**config.mk**
```make
export PLATFORM = sky130hd
export DESIGN_NAME = pipe_if_id_hazard
export DESIGN_NICKNAME = d
export VERILOG_FILES = /design/src/rtl/pipe_if_id_hazard_pkg.sv /design/src/rtl/hazard_detection_unit.sv /design/src/rtl/pipe_if_id_hazard.sv
export SDC_FILE = /design/constraint.sdc
export NUM_CORES = 1
export LEC_CHECK = 0
export CAP_MARGIN = 20
export CORE_AREA = 2 2 117 119
export DETAILED_ROUTE_END_ITERATION = 8
export DIE_AREA = 0 0 119 121
export HOLD_SLACK_MARGIN = 0.08
export PLACE_DENSITY = 0.8
export SLEW_MARGIN = 10
export SYNTH_ARGS = -nofsm -noshare
export SYNTH_HDL_FRONTEND = slang
export SYNTH_SLANG_ARGS = --single-unit
```
**constraint.sdc**
```tcl
create_clock -name clk -period 2.35 [get_ports clk]
set_input_delay 0.3525 -clock clk [delete_from_list [all_inputs] [get_ports clk]]
set_output_delay 0.3525 -clock clk [all_outputs]
set_load 0.01 [all_outputs]
```
**src/rtl/pipe_if_id_hazard_pkg.sv**
```systemverilog
// Shared pipeline constants for the IF/ID stage: NOP encoding, opcodes,
// instruction field positions and register-usage decode helpers.
package pipe_if_id_hazard_pkg;

  // addi x0,x0,0 -- what decode sees after reset or a squash
  localparam logic [31:0] NOP_INSTR = 32'h0000_0013;

  localparam logic [6:0] OP_R     = 7'b0110011;
  localparam logic [6:0] OP_S     = 7'b0100011;
  localparam logic [6:0] OP_B     = 7'b1100011;
  localparam logic [6:0] OP_LUI   = 7'b0110111;
  localparam logic [6:0] OP_AUIPC = 7'b0010111;
  localparam logic [6:0] OP_JAL   = 7'b1101111;
  localparam logic [6:0] OP_LOAD  = 7'b0000011;

  localparam int OPC_LSB = 0;
  localparam int OPC_MSB = 6;
  localparam int RS1_LSB = 15;
  localparam int RS1_MSB = 19;
  localparam int RS2_LSB = 20;
  localparam int RS2_MSB = 24;

  // U-type and JAL have no rs1; everything else reads it (or ignoring it is harmless)
  function automatic logic uses_rs1(input logic [6:0] op);
    return !(op == OP_LUI || op == OP_AUIPC || op == OP_JAL);
  endfunction

  // only R, S and B formats carry a real rs2; elsewhere bits 24:20 are immediate
  function automatic logic uses_rs2(input logic [6:0] op);
    return (op == OP_R || op == OP_S || op == OP_B);
  endfunction

endpackage

```
**src/rtl/hazard_detection_unit.sv**
```systemverilog
// Combinational load-use hazard check for the instruction held in IF/ID.
// A taken branch squashes the dependent instruction, so it cancels the stall.
module hazard_detection_unit
  import pipe_if_id_hazard_pkg::*;
#(
  parameter int DATA_WIDTH = 32
) (
  input  logic [DATA_WIDTH-1:0] instruction,
  input  logic                  valid,
  input  logic                  id_ex_mem_read,
  input  logic [4:0]            id_ex_rd,
  input  logic                  branch_taken,
  output logic                  stall
);

  logic [6:0] opc;
  logic [4:0] rs1, rs2;
  logic       rs1_hit, rs2_hit, hazard;

  assign opc = instruction[OPC_MSB:OPC_LSB];
  assign rs1 = instruction[RS1_MSB:RS1_LSB];
  assign rs2 = instruction[RS2_MSB:RS2_LSB];

  // immediate/funct/rd bits play no part in the dependency check
  logic unused_instr_bits;
  assign unused_instr_bits = ^{instruction[DATA_WIDTH-1:RS2_MSB+1], instruction[RS1_LSB-1:OPC_MSB+1]};

  // x0 is never a real dependency; squashed slots never stall
  always_comb begin
    rs1_hit = uses_rs1(opc) && (rs1 == id_ex_rd);
    rs2_hit = uses_rs2(opc) && (rs2 == id_ex_rd);
    hazard  = valid && id_ex_mem_read && (id_ex_rd != 5'd0) && (rs1_hit || rs2_hit);
    stall   = hazard && !branch_taken;
  end

endmodule

```
**src/rtl/pipe_if_id_hazard.sv**
```systemverilog
// IF/ID pipeline register with load-use stall, branch squash and
// saturating stall/flush event counters.
module pipe_if_id_hazard
  import pipe_if_id_hazard_pkg::*;
#(
  parameter int          DATA_WIDTH = 32,
  parameter int          CNT_WIDTH  = 16,
  parameter logic [31:0] NOP_INSTR  = pipe_if_id_hazard_pkg::NOP_INSTR
) (
  input  logic                  clk,
  input  logic                  reset,
  input  logic [DATA_WIDTH-1:0] pc_i,
  input  logic [DATA_WIDTH-1:0] pc_plus_4_i,
  input  logic [DATA_WIDTH-1:0] instruction_i,
  input  logic                  id_ex_mem_read_i,
  input  logic [4:0]            id_ex_rd_i,
  input  logic                  branch_taken_i,
  output logic [DATA_WIDTH-1:0] pc_o,
  output logic [DATA_WIDTH-1:0] pc_plus_4_o,
  output logic [DATA_WIDTH-1:0] instruction_o,
  output logic                  valid_o,
  output logic                  pc_write_o,
  output logic                  bubble_o,
  output logic [CNT_WIDTH-1:0]  stall_cnt_o,
  output logic [CNT_WIDTH-1:0]  flush_cnt_o
);

  typedef struct packed {
    logic [DATA_WIDTH-1:0] pc;
    logic [DATA_WIDTH-1:0] pc_plus_4;
    logic [DATA_WIDTH-1:0] instr;
  } if_id_t;

  if_id_t q, d_in;
  logic   stall;

  assign d_in = '{pc: pc_i, pc_plus_4: pc_plus_4_i, instr: instruction_i};

  hazard_detection_unit #(.DATA_WIDTH(DATA_WIDTH)) u_hdu (
    .instruction    (q.instr),
    .valid          (valid_o),
    .id_ex_mem_read (id_ex_mem_read_i),
    .id_ex_rd       (id_ex_rd_i),
    .branch_taken   (branch_taken_i),
    .stall          (stall)
  );

  assign pc_write_o    = !stall;
  assign bubble_o      = stall;
  assign pc_o          = q.pc;
  assign pc_plus_4_o   = q.pc_plus_4;
  assign instruction_o = q.instr;

  // payload register: flush squashes, stall holds, otherwise advance
  always_ff @(posedge clk or negedge reset) begin
    if (!reset) begin
      q       <= '{pc: '0, pc_plus_4: '0, instr: DATA_WIDTH'(NOP_INSTR)};
      valid_o <= 1'b0;
    end else if (branch_taken_i) begin
      q       <= '{pc: pc_i, pc_plus_4: pc_plus_4_i, instr: DATA_WIDTH'(NOP_INSTR)};
      valid_o <= 1'b0;
    end else if (!stall) begin
      q       <= d_in;
      valid_o <= 1'b1;
    end
  end

  // saturating event counters; flush and stall are mutually exclusive per cycle
  always_ff @(posedge clk or negedge reset) begin
    if (!reset) begin
      stall_cnt_o <= '0;
      flush_cnt_o <= '0;
    end else begin
      if (branch_taken_i && (flush_cnt_o != '1))
        flush_cnt_o <= flush_cnt_o + CNT_WIDTH'(1);
      if (stall && (stall_cnt_o != '1))
        stall_cnt_o <= stall_cnt_o + CNT_WIDTH'(1);
    end
  end

endmodule

```
* After elaboration in Yosys (flattened, before gate mapping)
Cells that the tools add are included.
Word-level totals: input bits 105, word-level logic and storage cells 40, register bits 129, output and inout port bits 131
Cells by class: multiplexer cells 4, equal/unequal tests 11, add/sub/neg operators 2, reductions and logical operators 17
Operator list (number):
- 96-bit two-way mux | 2
- 16-bit by 1-bit adder with 16-bit output, second input constant | 2
- 16-bit inequality test, second input constant | 2
- 7-bit by 6-bit equality test with 1-bit output, second input constant | 3
- 7-bit equality test, second input constant | 2
- 5-bit equality test | 2
- 1-bit logical AND | 8
- 7-bit by 5-bit equality test with 1-bit output, second input constant | 1
- 1-bit logical OR | 5
- 5-bit nonzero test | 1
- 1-bit zero test | 3
- 1-bit two-way mux | 2
- 2-bit inequality test, second input constant | 1

* Logic depth before layout (Yosys ltp)
depth in word-level cells 10, gate-level depth with buffers 9, depth with buffers taken out 7

* By module
A second synthesis with hierarchy kept.
Second synthesis, totals: cells, all modules 417, area, all modules 5464.0 µm²
Modules (own cells, without submodules):
- pipe_if_id_hazard | area an instance 5275.1 µm², instances 1, cells each 391, seq. area each 3231.8 µm²
- hazard_detection_unit | area an instance 188.9 µm², instances 1, cells each 26, seq. area each 0.0 µm²

* Worst setup path before layout
OpenSTA, ideal clock, no wires.
kind register to output, start register q (netlist bit instruction_o[4]), end output bubble_o, required time 1997 ps, cell stages (with the launch flop) 8, path buffers 2, setup slack 234 ps, arrival time 1763 ps, path through dfstp_2 > or3b_2 > a21oi_1 > nor3_2 > o21ai_4 > inv_1 > buf_2 > buf_2
On the way: word-level cells in the longest chain between the ends 8, elaborated cells on any way between the ends 16, those cells by class 6 x eq/ne; 10 x reduce/logical
RTL lines:
- from (decl) | RTL line pipe_if_id_hazard.sv:34 | if_id_t q, d_in;
- from (signal assigned) | RTL line pipe_if_id_hazard.sv:57 | q <= '{pc: '0, pc_plus_4: '0, instr: DATA_WIDTH'(NOP_INSTR)};
- from (signal assigned) | RTL line pipe_if_id_hazard.sv:60 | q <= '{pc: pc_i, pc_plus_4: pc_plus_4_i, instr: DATA_WIDTH'(NOP_INSTR)};
- from (signal assigned) | RTL line pipe_if_id_hazard.sv:63 | q <= d_in;
- 7-bit by 6-bit equality test with 1-bit output or 7-bit by 5-bit equality test with 1-bit output (tied branches) | RTL line pipe_if_id_hazard_pkg.sv:25 | return !(op == OP_LUI || op == OP_AUIPC || op == OP_JAL);
- 1-bit logical OR (2 in series) | RTL line pipe_if_id_hazard_pkg.sv:25
- 1-bit zero test | RTL line pipe_if_id_hazard_pkg.sv:25
- 1-bit logical AND | RTL line hazard_detection_unit.sv:30 | rs1_hit = uses_rs1(opc) && (rs1 == id_ex_rd);
- 1-bit logical OR * | RTL line hazard_detection_unit.sv:32 | hazard = valid && id_ex_mem_read && (id_ex_rd != 5'd0) && (rs1_hit || rs2_hit);
- 1-bit logical AND * | RTL line hazard_detection_unit.sv:32
- 1-bit logical AND * | RTL line hazard_detection_unit.sv:33 | stall = hazard && !branch_taken;
- to (decl) | RTL line pipe_if_id_hazard.sv:23 | output logic bubble_o,
Every way passes the cells marked *; elsewhere a longest branch is shown, timed or not.

* Worst setup path after layout
start register q (netlist bit instruction_o[4]), end output pc_write_o
On the way: word-level cells in the longest chain between the ends 9, elaborated cells on any way between the ends 17, those cells by class 6 x eq/ne; 11 x reduce/logical
RTL lines:
- 7-bit by 6-bit equality test with 1-bit output or 7-bit by 5-bit equality test with 1-bit output (tied branches) | RTL line pipe_if_id_hazard_pkg.sv:25
- 1-bit logical OR (2 in series) | RTL line pipe_if_id_hazard_pkg.sv:25
- 1-bit zero test | RTL line pipe_if_id_hazard_pkg.sv:25
- 1-bit logical AND | RTL line hazard_detection_unit.sv:30
- 1-bit logical OR * | RTL line hazard_detection_unit.sv:32
- 1-bit logical AND * | RTL line hazard_detection_unit.sv:32
- 1-bit logical AND * | RTL line hazard_detection_unit.sv:33
- 1-bit zero test *
- to (decl) | RTL line pipe_if_id_hazard.sv:22 | output logic pc_write_o,
Marked as above.

==> impl_results.md <==
- Fin crit share: 98.69%
- H-tree Lvls: 4
- Asr flop ratio synth: 100.0%
- Final setup viols: 0
- Max-Cap Viols: 0
- PwrDens: 715.8 nW/um^2
- 1st-pass router iterations: 4
- RSZ-0062 raised after global routing: yes
- Longest Clk Path Bufs: 2
- Via count: 4374
- Post-synthesis cell area: 5435 sq um
- Setup Crit Path Kind: reg -> out
- Gpl congestion: 0.8670
- Die height: 121 um
- Syn nets: 555
- Clk root buf: clkbuf_16
- Yosys reg bits: 129
- CP Data Required Time: 2000 ps
- Cell Rows: 42
- Unique masters post-synth: 38
- Critical path fanouts, max: 5
- Register area share after synthesis: 59.46%
- HP Class: in -> async
- CTS tree: done
- Largest net degree at the start of global routing: 56
- Layout Area Growth over Synthesis: 61.28%
- Core Area: 13090 sq um
- Count of pins over their slew limit: 0
- Routed WL: 14730 um
- F_max: 0.4312 GHz
- DRC: 0
- Clock Latency Late Sink: 410 ps
- Dpl ws: -393.2 ps
- Gr usage total: 20.92%
- CTS buffer count: 17
- Final hold vios: 0
- Syn avg cell area: 12.13 sq um
- Vias per cell: 4.855
- Number of global-route vias before repair: 4622
- Initial Utilization: 41.54%
- Filler cells: 982
- Share of cells above drive strength 1: 19.50%
- Wire per inst: 16.35 um
- Max VDD drop: 0.3954 mV
- Clk slew on worst S/H paths: 60 ps
- Top_reg_cell synth: dfrtp_1
- Chip Width: 119 um
- Die footprint: 14400 sq um
- GRT Residual Overflow: 0
- Layout Cell Area excl Fill: 8766 sq um
- Status: finished, final reports clean
- Slew @ Worst Pin: 567.1 ps
- Initial antenna violation count: 3
- Detailed Place HPWL: 11240 um
- Cells on worst reg2reg path: 6
- Initial DRC Count: 135
- Clock skew: 8.460 ps
- CP startpoint kind: flop
- LEAKAGE: 0.003727 uW
- IO Pins: 236
- Final WS setup: 30.86 ps
- Min Tclk post-route: 2319 ps
- Dpl cell area: 8105 sq um
- Syn. warnings: 0
- Nets: 817
- CTS sink cnt: 129
- Slew headroom: 62.19%
- Synthesized instance count: 448
- Setup crit end kind: primary output
- First-pass GRT wire length: 23460 um
- Antenna-violating nets left: 0
- Critical path arrival: 1970 ps
- PortBufs: 235
- Post-synth EDFFs: 0
==> cell usage in the layout (no fill, tap or decap), types with 2 or more instances in the layout <==
master / count
xor2_1: 9
ha_1: 2
clkbuf_16: 17
buf_4: 23
nand4_1: 8
nand2_1: 48
nor4_4: 2
clkdlybuf4s50_1: 232
inv_1: 19
buf_6: 2
diode_2: 2
and3_1: 4
xnor2_1: 25
nor3_1: 8
or2_2: 2
nand4b_1: 4
clkinvlp_4: 5
dfstp_2: 3
mux2_2: 67
nand3b_1: 2
a21oi_1: 3
clkinv_2: 4
buf_12: 2
nor2_1: 13
nand3_1: 49
dfrtp_1: 126
bufinv_16: 5
nor4_1: 2
o21ai_0: 18
==> report_power, final <==
| part | internal [uW] | switching, uW |
|---|---|---|
| Sequential | 2380 | 147 |
| Combinational | 568 | 350 |
| Clock | 1870 | 955 |
==> final timing paths <==
path,to,from,slack (ps)
min in group clk,pc_plus_4_o[17]$_DFFE_PN0P_,pc_plus_4_o[17]$_DFFE_PN0P_,490
worst max-delay path,pc_write_o,instruction_o[4]$_DFFE_PN1P_,30
worst max register to register,pc_plus_4_o[28]$_DFFE_PN0P_,instruction_o[4]$_DFFE_PN1P_,60
max in group asynchronous,instruction_o[4]$_DFFE_PN1P_,reset,1150
worst min-delay path,pc_plus_4_o[31]$_DFFE_PN0P_,reset,480
worst min register to register,pc_plus_4_o[17]$_DFFE_PN0P_,pc_plus_4_o[17]$_DFFE_PN0P_,490
==> flip-flops by register name (all words and copies together) (netlist names) <==
signal	cells
valid_o	1
stall_cnt_o	16
instruction_o	32
pc_o	32
pc_plus_4_o	32
flush_cnt_o	16
==> layout make-up <==
cell class	count	area (sq um)	area share, %
sequential	129	3232	36.87
timing repair buffer	261	2572	29.35
multi-input combinational	281	2019	23.04
clock buffer	17	425.4	4.853
tap	176	220.2	2.512
clock inverter	15	216.5	2.469
inverter	20	75.07	0.8564
antenna	2	5.005	0.05709
==> cells in the mapped netlist (3+ instances only) <==
master,number,area share [%]
buf_2,6,0.55
and3_1,4,0.46
nand3_1,49,4.5
nor3_1,8,0.74
nand4_1,8,0.92
a21oi_1,4,0.37
clkbuf_1,4,0.28
o21ai_0,18,1.7
mux2_2,67,14
nor2_1,13,0.90
xnor2_1,25,4.0
nand4b_1,4,0.64
inv_1,20,1.4
xor2_1,9,1.5
buf_4,6,0.83
nand2_1,48,3.3
dfstp_2,3,1.5
dfrtp_1,126,58
==> worst max-delay path, stage by stage, from the launching register on <==
cell and delay [ps]:
dfstp_2 530, or3b_2 450, a21oi_2 190, nor3_2 90, o21ai_4 100, buf_2 200
==> per-layer routing <==
metal	global-route usage, %	vias up	part of all wire (%)
met4	9.673	2	3.3
met3	6.908	35	7.0
li1	-	2067	-
met1	22.49	2125	38
met5	0	-	0.088
met2	37.28	145	52
==> metrics by stage <==
stage / power, uW / hold WS (ps) / TNS (ps) / utilization (%) / instances
5_1_grt: 6537 / 505.5 / -501.1 / 66.95 / 899
3_3_place_gp: 3456 / 373.2 / -21960 / 61.94 / 866
2_1_floorplan: 2838 / 56.91 / 0 / - / 448
3_5_place_dp: 3491 / 381.0 / -26930 / 61.94 / 866
4_1_cts: 6349 / 485.6 / -61.10 / 66.95 / 899
6_report: 6275 / 479.4 / 0 / 66.99 / 901
==> logic make-up after synthesis <==
kind of cell	synth area share (%)
multiplexers	14.09
XOR/XNOR	5.479
flip-flops	59.46
adder cells (fa/ha/maj)	0.4603
AO/OA/AOI/OAI	2.832
AND/OR/NAND/NOR	14.23
buffers and inverters	3.453
==> repair_timing <==
action                                  4_1_cts  5_1_grt
hold buffers                                  1        0
pin swaps                                     3        1
endpoints found under the setup margin       71       33
setup buffers                                 2        0
gates resized for setup                      12        0
hold endpoints to repair                     41        0
Note: power is estimated with default switching activity, not from simulation.
